[src/rtl/key_debounce_pkg.sv]
// Shared types and default parameters for the KEY[3:0] debounce / strobe block.
package key_debounce_pkg;

    typedef enum logic [1:0] {
        KS_RELEASED    = 2'd0,
        KS_ARM_PRESS   = 2'd1,
        KS_PRESSED     = 2'd2,
        KS_ARM_RELEASE = 2'd3
    } key_state_t;

    localparam int unsigned NUM_KEYS_DEF        = 32'd4;
    localparam int unsigned DEBOUNCE_CYCLES_DEF = 32'd500000;
    localparam int unsigned REPEAT_DELAY_DEF    = 32'd25000000;
    localparam int unsigned REPEAT_PERIOD_DEF   = 32'd5000000;

    // Width of a counter that must be able to hold max_val without wrapping.
    function automatic int unsigned cnt_width(input int unsigned max_val);
        return (max_val < 32'd2) ? 32'd1 : $clog2(max_val + 32'd1);
    endfunction

endpackage

[src/rtl/key_debounce_chan.sv]
// One key channel: 2-flop synchroniser, debounce FSM, registered level and strobes.
// Auto-repeat hold counter is present only when KEY_DEBOUNCE_REPEAT_EN is defined.
module key_debounce_chan
    import key_debounce_pkg::*;
#(
    parameter int unsigned DEBOUNCE_CYCLES = DEBOUNCE_CYCLES_DEF
`ifdef KEY_DEBOUNCE_REPEAT_EN
    ,
    parameter int unsigned REPEAT_DELAY    = REPEAT_DELAY_DEF,
    parameter int unsigned REPEAT_PERIOD   = REPEAT_PERIOD_DEF
`endif
) (
    input  logic clk,
    input  logic rst_n,
    input  logic i_key,
    output logic o_pressed,
    output logic o_press_pulse,
    output logic o_release_pulse
);

    localparam int unsigned    CW       = cnt_width(DEBOUNCE_CYCLES);
    localparam logic [CW-1:0]  CNT_ONE  = CW'(1);
    localparam logic [CW-1:0]  CNT_LAST = CW'(DEBOUNCE_CYCLES - 32'd1);
    localparam logic [CW-1:0]  CNT_MAX  = CW'(DEBOUNCE_CYCLES);

    logic          r_sync1;
    logic          r_sync2;
    key_state_t    r_state;
    logic [CW-1:0] r_cnt;
    logic          r_pressed;
    logic          r_press_pulse;
    logic          r_release_pulse;
    logic          w_key_low;

`ifdef KEY_DEBOUNCE_REPEAT_EN
    localparam int unsigned    HW         = cnt_width((REPEAT_DELAY > REPEAT_PERIOD) ?
                                                      REPEAT_DELAY : REPEAT_PERIOD);
    localparam logic [HW-1:0]  HOLD_DELAY = HW'(REPEAT_DELAY - 32'd1);
    localparam logic [HW-1:0]  HOLD_PER   = HW'(REPEAT_PERIOD - 32'd1);

    logic [HW-1:0] r_hold_cnt;
    logic          r_repeating;
    logic [HW-1:0] w_hold_last;

    assign w_hold_last = r_repeating ? HOLD_PER : HOLD_DELAY;
`endif

    assign w_key_low = ~r_sync2;

    // Synchroniser idles at 1 (released) so reset never looks like a press.
    always_ff @(posedge clk or negedge rst_n) begin
        if (!rst_n) begin
            r_sync1 <= 1'b1;
            r_sync2 <= 1'b1;
        end else begin
            r_sync1 <= i_key;
            r_sync2 <= r_sync1;
        end
    end

    // Debounce FSM with registered level and one-cycle strobes.
    always_ff @(posedge clk or negedge rst_n) begin
        if (!rst_n) begin
            r_state         <= KS_RELEASED;
            r_cnt           <= '0;
            r_pressed       <= 1'b0;
            r_press_pulse   <= 1'b0;
            r_release_pulse <= 1'b0;
`ifdef KEY_DEBOUNCE_REPEAT_EN
            r_hold_cnt      <= '0;
            r_repeating     <= 1'b0;
`endif
        end else begin
            r_press_pulse   <= 1'b0;
            r_release_pulse <= 1'b0;
            case (r_state)
                KS_RELEASED: begin
                    if (w_key_low) begin
                        r_state <= KS_ARM_PRESS;
                        r_cnt   <= CNT_ONE;
                    end else begin
                        r_cnt   <= '0;
                    end
                end
                KS_ARM_PRESS: begin
                    if (!w_key_low) begin
                        r_state <= KS_RELEASED;
                    end else if (r_cnt == CNT_LAST) begin
                        r_state       <= KS_PRESSED;
                        r_pressed     <= 1'b1;
                        r_press_pulse <= 1'b1;
`ifdef KEY_DEBOUNCE_REPEAT_EN
                        r_hold_cnt    <= '0;
                        r_repeating   <= 1'b0;
`endif
                    end else if (r_cnt != CNT_MAX) begin
                        r_cnt <= r_cnt + CNT_ONE;
                    end else begin
                        r_cnt <= r_cnt;
                    end
                end
                KS_PRESSED: begin
                    if (!w_key_low) begin
                        r_state <= KS_ARM_RELEASE;
                        r_cnt   <= CNT_ONE;
                    end else begin
`ifdef KEY_DEBOUNCE_REPEAT_EN
                        if (r_hold_cnt == w_hold_last) begin
                            r_press_pulse <= 1'b1;
                            r_hold_cnt    <= '0;
                            r_repeating   <= 1'b1;
                        end else begin
                            r_hold_cnt    <= r_hold_cnt + HW'(1);
                        end
`endif
                        r_cnt <= '0;
                    end
                end
                KS_ARM_RELEASE: begin
                    // Hold counter stays frozen here: no repeat while a release qualifies.
                    if (w_key_low) begin
                        r_state <= KS_PRESSED;
                    end else if (r_cnt == CNT_LAST) begin
                        r_state         <= KS_RELEASED;
                        r_pressed       <= 1'b0;
                        r_release_pulse <= 1'b1;
`ifdef KEY_DEBOUNCE_REPEAT_EN
                        r_hold_cnt      <= '0;
                        r_repeating     <= 1'b0;
`endif
                    end else if (r_cnt != CNT_MAX) begin
                        r_cnt <= r_cnt + CNT_ONE;
                    end else begin
                        r_cnt <= r_cnt;
                    end
                end
                default: begin
                    r_state   <= KS_RELEASED;
                    r_cnt     <= '0;
                    r_pressed <= 1'b0;
                end
            endcase
        end
    end

    assign o_pressed       = r_pressed;
    assign o_press_pulse   = r_press_pulse;
    assign o_release_pulse = r_release_pulse;

endmodule

[src/rtl/key_debounce_pulse.sv]
// Debounced level plus press/release strobes for NUM_KEYS active-low pushbuttons.
// Optional auto-repeat on held keys: define KEY_DEBOUNCE_REPEAT_EN.
module key_debounce_pulse
    import key_debounce_pkg::*;
#(
    parameter int unsigned NUM_KEYS        = NUM_KEYS_DEF,
    parameter int unsigned DEBOUNCE_CYCLES = DEBOUNCE_CYCLES_DEF,
    parameter int unsigned REPEAT_DELAY    = REPEAT_DELAY_DEF,
    parameter int unsigned REPEAT_PERIOD   = REPEAT_PERIOD_DEF
) (
    input  logic                clk,
    input  logic                rst_n,
    input  logic [NUM_KEYS-1:0] key_i,
    output logic [NUM_KEYS-1:0] pressed_o,
    output logic [NUM_KEYS-1:0] press_pulse_o,
    output logic [NUM_KEYS-1:0] release_pulse_o
);

    // Below two cycles a strobe could not be separated from its qualifying window.
    if ((DEBOUNCE_CYCLES < 32'd2) || (REPEAT_DELAY < 32'd2) || (REPEAT_PERIOD < 32'd2)) begin : g_param_check
        $error("key_debounce_pulse: DEBOUNCE_CYCLES, REPEAT_DELAY and REPEAT_PERIOD must be >= 2");
    end

    for (genvar g = 0; g < NUM_KEYS; g++) begin : g_chan
        key_debounce_chan #(
            .DEBOUNCE_CYCLES (DEBOUNCE_CYCLES)
`ifdef KEY_DEBOUNCE_REPEAT_EN
            ,
            .REPEAT_DELAY    (REPEAT_DELAY),
            .REPEAT_PERIOD   (REPEAT_PERIOD)
`endif
        ) u_chan (
            .clk             (clk),
            .rst_n           (rst_n),
            .i_key           (key_i[g]),
            .o_pressed       (pressed_o[g]),
            .o_press_pulse   (press_pulse_o[g]),
            .o_release_pulse (release_pulse_o[g])
        );
    end

endmodule

[config.mk]
export PLATFORM = sky130hd
export DESIGN_NAME = key_debounce_pulse
export DESIGN_NICKNAME = d
export VERILOG_FILES = /design/src/rtl/key_debounce_pkg.sv /design/src/rtl/key_debounce_chan.sv /design/src/rtl/key_debounce_pulse.sv
export SDC_FILE = /design/constraint.sdc
export NUM_CORES = 1
export LEC_CHECK = 0
export BUFFER_PORTS_ARGS = -buffer_cell sky130_fd_sc_hd__buf_2
export CAP_MARGIN = 20
export CORE_ASPECT_RATIO = 1.75
export CORE_MARGIN = 2
export CORE_UTILIZATION = 30
export CTS_CLUSTER_SIZE = 10
export DETAILED_ROUTE_END_ITERATION = 6
export HOLD_SLACK_MARGIN = 0.03
export MAX_ROUTING_LAYER = met4
export SYNTH_ARGS = -nofsm -noshare
export SYNTH_HDL_FRONTEND = slang
export SYNTH_SLANG_ARGS = --single-unit
[constraint.sdc]
create_clock -name clk -period 2.57 [get_ports clk]
set_input_delay 0.3855 -clock clk [delete_from_list [all_inputs] [get_ports clk]]
set_output_delay 0.3855 -clock clk [all_outputs]
set_load 0.02 [all_outputs]
==> run metrics, run 1 <==
max-capacitance violation count=0; Worst-Skew Late Latency=0.35 ns; IO Port Bufs=17; fin util=33.9%; Overflow after GRT=0; Worst Path Max Fanout=11; critical path class=reg -> reg; Post-synth EDFFs=0; Power, Total=3350 uW; Crit. End Element=flip-flop; share of the yosys chip area belonging to registers=47.5%; clock sinks=104; initial antenna violation count=0; CP max stage delay=0.45 ns; CTS tree=built; Slew Limit Fails=0; CTS H-tree depth=3; Worst Path Required=2.84 ns; main flop type after synthesis=dfrtp_1; Slew HR=49.5%; GRT Overall Usage=12.7%; boundary pin count=18; fin crit period=2.08 ns; Worst R2R Path Depth=6; Placer Congestion=0.921; Detailed Route Iter0 Violations=267; Mapped Cells=550; cts repair resizes=0; Die H=183 um; largest net degree at the start of global routing=54; commonest non-fill, non-tap cell in the layout=dfrtp_1; CP Cell Sequence=ha_1 -> nand4_1 -> a2bb2oi_1 -> o21ai_1 -> or4_1 -> a21boi_0; post-route antenna net violation count=0; Slowest-stage cell, CP=or4_1; cell area after synthesis=0.00550 mm2; HP Class=in -> async; Final Net Count=569; total setup buffers inserted after CTS=0; post-route setup TNS=0 ns; vias in the first global route=4178; share of post-route cells with drive strength above 1=between 10% and 20%; Cell variety after synth=60; setup violators final=0; R2R Setup Slk=0.49 ns; period utilisation layout=81.0%; FF+latch count, synth=104; Clk Tree Root Cell=clkbuf_16; row count=65; first-pass GRT wire length=roughly 20 mm; clk slew on worst S/H paths=0.07 ns; outcome=completed; Max Clk Rate=0.480 GHz; Peak VDD IR=slightly above 0.3 mV; die area=0.0195 mm2; Final WS setup=just under 0.5 ns; clock buffer depth=2; Critical Path Source Type=flip-flop; Initial Util=30.6%; Fin. Hold Viols=0; drt wl/cell=between 10 and 15 um; Hold-fix buffers, CTS=0; power density over the cells=roughly 550 mW/mm2; ys async rst share=100%; Vias=4019; DR pass1 iterations=5; drt drc=0; syn_nets=between 500 and 600; hpwl dp=8.05 mm; CP Data Arrival Time=2.35 ns; Leakage=0.00253 uW; Area growth syn-to-layout=10.9%; worst slew pin tran=0.751 ns; Core Area=0.0180 mm2; Mean Syn Cell Area=10.0 um2; RSZ-0062 raised after global routing=false; commonest non-fill, non-tap cells in the layout=dfrtp_1 (96), and2_1 (46), nand2_1 (43), xnor2_1 (43), nand3_1 (33); Setup Skew=0.00895 ns; reg2reg end=g_chan[0].u_chan.r_cnt[11]; via/cell ratio=5.06; R2R Path Start=g_chan[0].u_chan.r_cnt[0]; crit path from=g_chan[0].u_chan.r_cnt[0]; diode count=0; Place WS=between 0.4 and 0.5 ns; synth warn=0; CTS Buf Count=9; total wire length=roughly 11 mm; Die X=approximately 110 um
==> cell usage after synthesis, drive strengths merged (2+ instances only) <==
cell type	number	area (um2)
o31ai	3	22.5
o21ai	27	135
o41ai	3	26.3
nor3	14	70.1
o21a	3	22.5
and3	11	70.1
nand3	33	165
nor4	3	18.8
and4	3	26.3
mux2i	7	70.1
buf	18	129
a211o	2	17.5
inv	13	48.8
nand2b	11	68.8
nor2	24	90.1
clkbuf	13	50.0
nor2b	5	31.3
a2111oi	2	42.5
nor3b	5	37.5
dfstp	8	210
nor4b	7	67.6
nand4	29	194
o211ai	5	37.5
or3	10	62.6
nor4bb	5	50.1
xor2	8	88.8
a21boi	11	82.6
ha	8	100
a21oi	11	55.1
a2bb2oi	2	17.5
nand3b	2	15.0
xnor2	43	377
dfrtp	96	2400
and2	46	288
a21bo	2	20.0
nand2	43	161
==> metrics by stage <==
stage	instances	hold slack (ns)	cell area [um2]
after global routing	794	0.116	6100
after global placement	778	0.349	5770
final	794	0.0756	6100
after floorplan	550	0.0899	5500
after CTS	794	0.108	6100
after detailed placement	778	0.348	5770
==> sequential cells by signal, indices dropped and copies added, names as in the netlist, named ones only <==
signal                         cells
g_chan.u_chan.r_sync1              4
g_chan.u_chan.r_cnt               76
g_chan.u_chan.r_sync2              4
g_chan.u_chan.o_pressed            4
g_chan.u_chan.o_release_pulse      4
g_chan.u_chan.o_press_pulse        4
g_chan.u_chan.r_state              4
==> logic make-up after synthesis <==
family / Yosys count / synth area share (%)
AO/OA/AOI/OAI: 80 / 10.2
flip-flops: 104 / 47.5
buffers and inverters: 44 / 4.14
XOR/XNOR: 51 / 8.46
multiplexers: 8 / 1.48
AND/OR/NAND/NOR: 255 / 26.3
adder cells (fa/ha/maj): 8 / 1.82
==> power breakdown <==
group          leakage (uW)  internal, uW  switching, uW
combinational      0.000967          51.2           95.7
sequential          0.00141          1660           34.2
clock              0.000157           863            644
total               0.00253          2580            774
==> routing by layer <==
layer  track usage, %  wire length (um)
met1             13.3              4520
met4             6.68               318
met5                -                 0
met3             1.46               209
met2             23.1              6150
==> area by class of cell <==
class | count | area, um2
clock buffer | 9 | 225
clock inverter | 7 | 98.8
fill | 1793 | 11900
tap | 234 | 293
sequential | 104 | 2610
timing repair buffer | 25 | 160
multi-input combinational | 402 | 2660
inverter | 13 | 48.8
==> critical path: cells and delay by family (launching register included) <==
family          cells  cell delay (ns)
compound gates      3             0.75
fa+ha+maj           1             0.25
flops               1             0.42
simple gates        2             0.59
==> worst max-delay path by stage <==
stage,cells past startpoint,to
detailed placement,6,g_chan[1].u_chan.r_cnt[8]
global placement,6,g_chan[0].u_chan.r_cnt[11]
global route,5,g_chan[0].u_chan.r_cnt[17]
CTS,6,g_chan[1].u_chan.r_cnt[8]
finish,6,g_chan[0].u_chan.r_cnt[11]
floorplan,7,g_chan[1].u_chan.r_cnt[8]
Note: power is estimated with default switching activity, not from simulation.
==> run 2, diff against run 1 <==
clock period = 1.8 ns   (was 2.57 ns; I/O delays follow)
==> run metrics, run 2 (synthesis gave the netlist of run 1 again) <==
outcome=complete, but fails checks; failing checks=setup timing; via/cell ratio=4.94; Fin. Hold Viols=0; Sequential Power Share=between 50% and 60%; HP Start=key_i[1]; diode count=0; critical path class=reg -> reg; Hold Crit Depth=1; Die X=between 100 and 150 um; largest net degree at the start of global routing=36; Internal=3660 uW; Worst R2R Path Depth=8; post-route antenna net violation count=0; Peak VDD IR=~0.57 mV; WHS Endpoint=g_chan[1].u_chan.r_sync1; setup violators final=1; Die H=183 um; Setup Skew=0.0131 ns; Area growth syn-to-layout=26.3%; Leakage=0.00299 uW; Critical Path Source Type=flip-flop; commonest non-fill, non-tap cell in the layout=dfrtp_1; DR pass1 iterations=4; Crit. End Element=flip-flop; hpwl dp=8.59 mm; Worst Path Required=2.04 ns; Largest register FFs=76; worst slew pin tran=0.473 ns; Worst-Skew Late Latency=0.35 ns; Power, Total=4740 uW; reg2reg end=g_chan[2].u_chan.r_cnt[2]; clk slew on worst S/H paths=0.07 ns; Max Clk Rate=approximately 0.55 GHz; CTS tree=built; fin util=38.6%; placed inst area=0.00632 mm2; Logic pwr share=roughly 6.1%; GRT Overall Usage=between 10% and 20%; Placer Congestion=0.849; Slew HR=68.5%; power density over the cells=slightly below 700 mW/mm2; CTS Buf Count=9; drt drc=0; IO Port Bufs=17; FILL cells=around 1.8k; R2R Path Start=g_chan[2].u_chan.r_cnt[0]; R2R Setup Slk=-0.01 ns; Top reg by flops=g_chan.u_chan.r_cnt; vias in the first global route=4520; period utilisation layout=101%; switching share of power=between 20 and 25%; drt wl/cell=13.8 um; Slew Limit Fails=0; clock buffer depth=2; fin crit period=around 1.8 ns; Switch Pwr=1080 uW; total wire length=12.1 mm; first-pass GRT wire length=20.5 mm; CTS H-tree depth=3; boundary pin count=18; row count=65; Detailed Route Iter0 Violations=212; Overflow after GRT=0; Initial Util=30.6%; Clk Tree Root Cell=clkbuf_16; Worst Path Max Fanout=5; commonest non-fill, non-tap cells in the layout=dfrtp_1 (90), buf_4 (86), and2_1 (46); HP Class=in -> reg; RSZ-0062 raised after global routing=true; share of post-route cells with drive strength above 1=27.8%; register area=0.00262 mm2; clock sinks=between 100 and 150; initial antenna violation count=0; Clk pwr share=43.0%; CP Data Arrival Time=between 2 and 2.5 ns; area of the multi-input gates=0.00283 mm2; Final Net Count=656; Core Area=0.0180 mm2; Final WS setup=-0.00998 ns; max-capacitance violation count=0; die area=0.0195 mm2; Vias=between 4k and 5k; post-route cell area=between 0.006 and 0.007 mm2
run 2: cell count changes in the layout (fill, tap and decap cells not counted), sizes merged:
cell	change
buf	+83
bufinv	-1
clkbuf	+2
dlygate4sd3	+4
inv	-1
run 2: worst max path at each step:
stage | start | to | slack (ns)
3_3_place_gp | g_chan[0].u_chan.r_cnt[12] | g_chan[0].u_chan.o_pressed | -0.07
2_1_floorplan | g_chan[1].u_chan.r_cnt[0] | g_chan[1].u_chan.r_cnt[8] | -0.01
3_5_place_dp | g_chan[0].u_chan.r_cnt[12] | g_chan[0].u_chan.o_pressed | -0.08
4_1_cts | g_chan[3].u_chan.r_cnt[11] | g_chan[3].u_chan.r_cnt[0] | -0.06
6_report | g_chan[2].u_chan.r_cnt[0] | g_chan[2].u_chan.r_cnt[2] | -0.01
5_1_grt | g_chan[2].u_chan.r_cnt[10] | g_chan[2].u_chan.r_cnt[2] | -0.09
run 2: per-stage QoR:
stage	hold slack (ns)	worst slack, ns	std cells	setup TNS, ns
floorplan	-0.0256	-0.0111	550	-0.0120
global placement	0.252	-0.0670	849	-0.286
detailed placement	0.261	-0.0760	849	-0.513
CTS	0.0418	-0.0633	871	-0.189
global route	0.0443	-0.0855	881	-0.557
finish	0.0532	-0.00998	881	-0.00998
run 2: critical path, cell delays in order, from the launching register on:
cell	delay (ns)
dfrtp_1	0.43
inv_2	0.08
ha_1	0.14
nand3b_1	0.07
o32a_1	0.31
buf_4	0.15
o211ai_1	0.26
xnor2_1	0.11
and2_1	0.16
run 2: cell type report:
| type | instances | area share, % |
|---|---|---|
| multi-input cells | 402 | 40.7 |
| flip-flops and latches | 104 | 37.7 |
| repair buffers | 112 | 12.2 |
| well taps | 234 | 4.22 |
| clock buffers | 11 | 3.64 |
| clock inverters | 5 | 0.865 |
| inverters | 13 | 0.703 |
run 2: timing repair:
| action | 4_1_cts | 5_1_grt |
|---|---|---|
| endpoints found under the hold margin | 30 | 0 |
| setup endpoints to repair | 17 | 53 |
| hold buffers | 4 | 0 |
| buffers inserted | 2 | 9 |
| pin swaps | 2 | 16 |
| gates resized for setup | 5 | 51 |
| gates cloned | 0 | 1 |
run 2: power by group through the flow:
stage          Clock (uW)  Combinational, uW  Sequential [uW]
2_1_floorplan           0                122             2460
3_3_place_gp            0                260             2450
3_5_place_dp            0                271             2460
4_1_cts              2110                285             2410
5_1_grt              2190                327             2420
6_report             2040                290             2410
run 2: layer usage:
metal	wire [um]	track usage, %	vias to the layer above
li1	-	-	2117
met1	5090	14.0	2177
met5	0	-	-
met2	6650	24.5	44
met3	145	0.995	16
met4	242	6.42	0
